## config.mk

```make
export PLATFORM = sky130hd
export DESIGN_NAME = add_pipe
export DESIGN_NICKNAME = d
export VERILOG_FILES = /design/src/rtl/add_pipe_pkg.sv /design/src/rtl/add_chunk.sv /design/src/rtl/add_pipe.sv
export SDC_FILE = /design/constraint.sdc
export NUM_CORES = 1
export LEC_CHECK = 0
export BUFFER_PORTS_ARGS = -buffer_cell sky130_fd_sc_hd__buf_4
export CORE_MARGIN = 2
export CORE_UTILIZATION = 58
export DETAILED_ROUTE_END_ITERATION = 7
export HOLD_SLACK_MARGIN = 0.03
export PLACE_DENSITY = 0.8
export SLEW_MARGIN = 20
export SYNTH_ARGS = -nofsm -noshare
export SYNTH_HDL_FRONTEND = slang
export SYNTH_SLANG_ARGS = --single-unit
```

## constraint.sdc

```tcl
create_clock -name clk -period 7.5 [get_ports clk]
set_input_delay 0.75 -clock clk [delete_from_list [all_inputs] [get_ports clk]]
set_output_delay 0.75 -clock clk [all_outputs]
set_load 0.005 [all_outputs]
```

## src/rtl/add_pipe_pkg.sv

```systemverilog
// rtl/add_pipe_pkg.sv - shared types and helpers for the pipelined adder/subtractor
package add_pipe_pkg;

  // Per-stage control bits; operand and partial-result slices live in width-parametrised arrays.
  typedef struct packed {
    logic valid;
    logic sub;
    logic carry;
    logic ovf;
  } stage_ctl_t;

  function automatic int num_stages(input int n, input int chunk);
    return n / chunk;
  endfunction

`ifdef ADD_PIPE_SAT_EN
  localparam int SAT_W = 1024;
  localparam logic [SAT_W-1:0] SAT_MAX_W = {1'b0, {(SAT_W-1){1'b1}}};
  localparam logic [SAT_W-1:0] SAT_MIN_W = {1'b1, {(SAT_W-1){1'b0}}};
`endif

endpackage

```

## src/rtl/add_chunk.sv

```systemverilog
// rtl/add_chunk.sv - combinational W-bit ripple adder exposing carry into its MSB
module add_chunk #(
  parameter int W = 8
) (
  input  logic [W-1:0] ina,
  input  logic [W-1:0] inb,
  input  logic         ci,
  output logic [W-1:0] out,
  output logic         co,
  output logic         msb_ci
);

  logic [W:0] c;

  always_comb begin
    c = {{W{1'b0}}, ci};
    for (int i = 0; i < W; i++) begin
      c[i+1] = (ina[i] & inb[i]) | (c[i] & (ina[i] ^ inb[i]));
    end
  end

  assign out    = ina ^ inb ^ c[W-1:0];
  assign co     = c[W];
  assign msb_ci = c[W-1];

endmodule

```

## src/rtl/add_pipe.sv

```systemverilog
// rtl/add_pipe.sv - pipelined N-bit add/sub, one CHUNK slice per stage, valid/ready on both sides
// Optional saturating output when ADD_PIPE_SAT_EN is defined.
module add_pipe
  import add_pipe_pkg::*;
#(
  parameter int N     = 32,
  parameter int CHUNK = 8
) (
  input  logic         clk,
  input  logic         rst,
  input  logic         in_valid,
  output logic         in_ready,
  input  logic [N-1:0] ina,
  input  logic [N-1:0] inb,
  input  logic         ci,
  input  logic         sub,
  output logic         out_valid,
  input  logic         out_ready,
  output logic [N-1:0] out,
  output logic         co,
  output logic         ovf
);

  localparam int STAGES = num_stages(N, CHUNK);

  stage_ctl_t   ctl_q [STAGES];
  stage_ctl_t   ctl_d [STAGES];
  logic [N-1:0] a_q   [STAGES];
  logic [N-1:0] b_q   [STAGES];
  logic [N-1:0] r_q   [STAGES];
  logic [N-1:0] a_d   [STAGES];
  logic [N-1:0] b_d   [STAGES];
  logic [N-1:0] r_d   [STAGES];
  logic         adv;

  // The whole pipe moves as one; a stalled output freezes every stage.
  assign adv = !ctl_q[STAGES-1].valid || out_ready;

  for (genvar k = 0; k < STAGES; k++) begin : g_stage
    logic             v_i;
    logic             s_i;
    logic             c_i;
    logic [N-1:0]     a_i;
    logic [N-1:0]     b_i;
    logic [N-1:0]     r_o;
    logic [N-1:0]     r_f;
    logic [CHUNK-1:0] sum;
    logic             c_o;
    logic             c_m;

    if (k == 0) begin : g_head
      // B is inverted once on entry, so later stages never need the sub flag.
      assign v_i = in_valid;
      assign s_i = sub;
      assign c_i = sub | ci;
      assign a_i = ina;
      assign b_i = sub ? ~inb : inb;
      always_comb begin
        r_o            = '0;
        r_o[CHUNK-1:0] = sum;
      end
    end else begin : g_body
      assign v_i = ctl_q[k-1].valid;
      assign s_i = ctl_q[k-1].sub;
      assign c_i = ctl_q[k-1].carry;
      assign a_i = a_q[k-1];
      assign b_i = b_q[k-1];
      always_comb begin
        r_o                    = r_q[k-1];
        r_o[k*CHUNK +: CHUNK]  = sum;
      end
    end

    add_chunk #(.W(CHUNK)) u_chunk (
      .ina    (a_i[k*CHUNK +: CHUNK]),
      .inb    (b_i[k*CHUNK +: CHUNK]),
      .ci     (c_i),
      .out    (sum),
      .co     (c_o),
      .msb_ci (c_m)
    );

`ifdef ADD_PIPE_SAT_EN
    if (k == STAGES - 1) begin : g_sat
      always_comb begin
        r_f = r_o;
        if (c_m ^ c_o) begin
          r_f = (!a_i[N-1] && !b_i[N-1]) ? SAT_MAX_W[SAT_W-1 -: N] : SAT_MIN_W[SAT_W-1 -: N];
        end
      end
    end else begin : g_nosat
      assign r_f = r_o;
    end
`else
    assign r_f = r_o;
`endif

    assign ctl_d[k] = '{valid: v_i, sub: s_i, carry: c_o, ovf: c_m ^ c_o};
    assign a_d[k]   = a_i;
    assign b_d[k]   = b_i;
    assign r_d[k]   = r_f;
  end

  always_ff @(posedge clk) begin
    if (rst) begin
      for (int k = 0; k < STAGES; k++) begin
        ctl_q[k] <= '0;
        a_q[k]   <= '0;
        b_q[k]   <= '0;
        r_q[k]   <= '0;
      end
    end else if (adv) begin
      for (int k = 0; k < STAGES; k++) begin
        ctl_q[k] <= ctl_d[k];
        a_q[k]   <= a_d[k];
        b_q[k]   <= b_d[k];
        r_q[k]   <= r_d[k];
      end
    end
  end

  assign in_ready  = adv;
  assign out_valid = ctl_q[STAGES-1].valid;
  assign out       = r_q[STAGES-1];
  assign co        = ctl_q[STAGES-1].carry;
  assign ovf       = ctl_q[STAGES-1].ovf;

endmodule

```

==> key figures <==
Clock tree
  • Worst skew pair latency: 430 ps
  • CTS Buf Count: 17
  • Clock Sinks: 185
  • Root Driver: clkbuf_16
  • H-Tree Level Count: 4
  • Longest Clk Path Bufs: 2
  • Number of setup buffers added after CTS: 0
  • Post_cts resized: 0
  • CTS clock-pin slew for the worst setup and hold paths: 70 ps
  • CTS tree: done
  • Post-CTS Hold Fix Bufs: 0

Floorplan
  • DIE WIDTH: 127 um
  • Top-Level Pins: 106
  • Chip height: 127 um
  • Initial Util: 59.7%
  • Core area: 0.0146 mm^2
  • DIE AREA: 0.0161 mm^2
  • Row count: 44

Timing
  • Final worst-path cycle share: 60.6%
  • RSZ-0062 raised after global routing: no
  • Clk_skew: 8.90 ps
  • Final hold viol count: 0
  • Worst rel slew slack: 31.8%
  • Max frequency: 220 MHz
  • TNS Setup: 0 ps
  • Final period demand of the worst path: 4550 ps
  • Final setup vio count: 0
  • Tightest Pin Transition: 1020 ps
  • Crit path setup slack, layout: 2950 ps
  • WHS: 563 ps
  • Max-slew violations: 0

Synthesis
  • Ys flop type: edfxtp_1
  • Synth Area per Inst: 17.0 um^2
  • Synthesized cell area: 0.00875 mm^2
  • Most frequent cell after synthesis: edfxtp_1
  • Yosys top cell by area: edfxtp_1
  • Post-synthesis register bit count: 185
  • Unique masters post-synth: 16
  • Post-synth net total: 617
  • Post-synth EDFFs: 185
  • Sequential area share after synthesis: 63.5%
  • Commonest cells post-synth: edfxtp_1, nor3b_2, nor3b_1
  • Syn Inst Count: 515
  • Synth area leaders: edfxtp_1, nor3b_2, fa_1
  • Syn. warnings: 0
  • Area share of the largest cell type after synthesis: 63.5%
  • Async set or reset register ratio after synthesis: 0%

Flow run
  • Max-cap violations: 0

Detailed routing
  • Residual DRC: 0
  • Final ANT Viol Nets: 0
  • Detailed-route wire length: 13000 um
  • Drt pass-1 iters: 4
  • Vias per cell: 5.37
  • Initial DRC count: 365
  • Routed len/inst: 16.3 um
  • Via count: 4283

Critical path
  • Slowest cell on the critical path: buf_4
  • Critical path cell sequence: buf_4 > xnor2_1 > fa_1 > fa_1 > fa_1 > fa_1 > fa_1 > inv_1 > fa_1 > inv_1 > fa_1 > inv_1 > fa_1 > nor3b_1
  • Critical setup path kind: in2reg
  • CP Data Required Time: 7640 ps
  • Critical Path Max Stage Delay: 440 ps
  • CP dominant cell by count: fa_1
  • Critical R2R Capture: ctl_q[3][0]
  • Cell count of the worst reg-to-reg path: 13
  • CP Max Fanout: 33
  • Worst Setup Start Kind: input port
  • Reg2reg start: ctl_q[2][1]
  • R2R Setup Slk: 3120 ps
  • Crit. End Element: flip-flop
  • Worst EP arrival: 4680 ps

Min path
  • Hold depth: 1
  • Worst min path class: reg2reg
  • HP Start: b_q[0][60]
  • Worst min-delay path endpoint: b_q[0][92]

Place
  • Detail Placement HPWL: 7520 um
  • Post-Place Setup Slack: 2480 ps
  • Port Buffers: 105
  • GPL Wtd Cong: 0.689
  • DP Cell Count: 764

Global route
  • Grt total ovfl: 0
  • Vias in the first global route: 4365
  • Initial antenna violation count: 0
  • Largest net degree at the start of global routing: 112
  • Overall Global Routing Usage: 17.4%
  • First-pass GRT wire length: 21700 um

Finish
  • Layout cells sized above 1: 40.2%
  • Layout Nets: 703
  • Area Overhead vs Synth: 15.6%
  • Final Util: 69.0%
  • Antenna cells: 0
  • Final Non-Filler Cells: 798

Power and ir drop
  • Max VDD drop: 0.175 mV
  • P_leak: 4.01 nW
  • Pwr dens: 227 mW/mm^2

Run status
  • Outcome: complete, no violations
[cell families after synthesis]
family / share of synthesized area (%)
buffers and inverters: 5.25
flip-flops: 63.5
adder cells (fa/ha/maj): 7.32
AND/OR/NAND/NOR: 20.6
XOR/XNOR: 3.30
[worst max path at each step]
stage	from	cells past startpoint	to
floorplan	rst	3	a_q[0][10]
global placement	sub	14	r_q[0][7]
detailed placement	sub	14	r_q[0][7]
CTS	sub	14	r_q[0][7]
global route	sub	14	r_q[0][7]
finish	sub	14	r_q[0][7]
[per-layer routing]
| metal | wire (um) | vias up | track usage [%] | share of wire (%) |
|---|---|---|---|---|
| met1 | 5580 | 2140 | 23.1 | 43 |
| met3 | 440 | 23 | 3.84 | 3.4 |
| li1 | - | 2040 | - | - |
| met4 | 264 | 0 | 7.11 | 2.0 |
| met5 | 0 | - | 0 | 0 |
| met2 | 6760 | 80 | 28.5 | 52 |
[cell usage in the layout (no fill, tap or decap), types with 6 or more instances in the layout]
cell and n:
nor3_1 30, inv_6 6, xnor2_1 30, clkbuf_16 17
nor3_2 10, nor3b_2 90, nor3b_1 55, buf_4 110
inv_1 31, edfxtp_1 185, fa_1 32
[critical path: cells and delay by family]
family	cells	cell delay [ps]
xor gates and xnor gates	1	190
and+or+nand+nor	1	140
buffers and inverters	4	640
adders and majority gates	8	2930
[registers in the layout, summed over array words and instances, names as in the netlist]
| register | count |
|---|---|
| r_q | 80 |
| a_q | 48 |
| b_q | 48 |
| ctl_q | 9 |
[metrics by stage]
stage          area, um^2  power, W
2_1_floorplan        8750   0.00140
3_3_place_gp         9490   0.00146
3_5_place_dp         9490   0.00147
4_1_cts             10100   0.00232
5_1_grt             10100   0.00239
6_report            10100   0.00230
[cell type report]
cell class	count	area [um^2]
Multi-Input combinational cell	253	2750
Sequential cell	185	5560
Clock inverter	15	139
Clock buffer	17	425
Fill cell	952	4530
Inverter	31	116
Tap cell	184	230
Timing Repair Buffer	113	895
[report_power, final]
group | switching, W | total [W] | internal (W)
Clock | 0.000390 | 0.000852 | 0.000462
Sequential | 0.0000219 | 0.00124 | 0.00122
Combinational | 0.0000894 | 0.000203 | 0.000114
(Power assumes the default switching activity.)
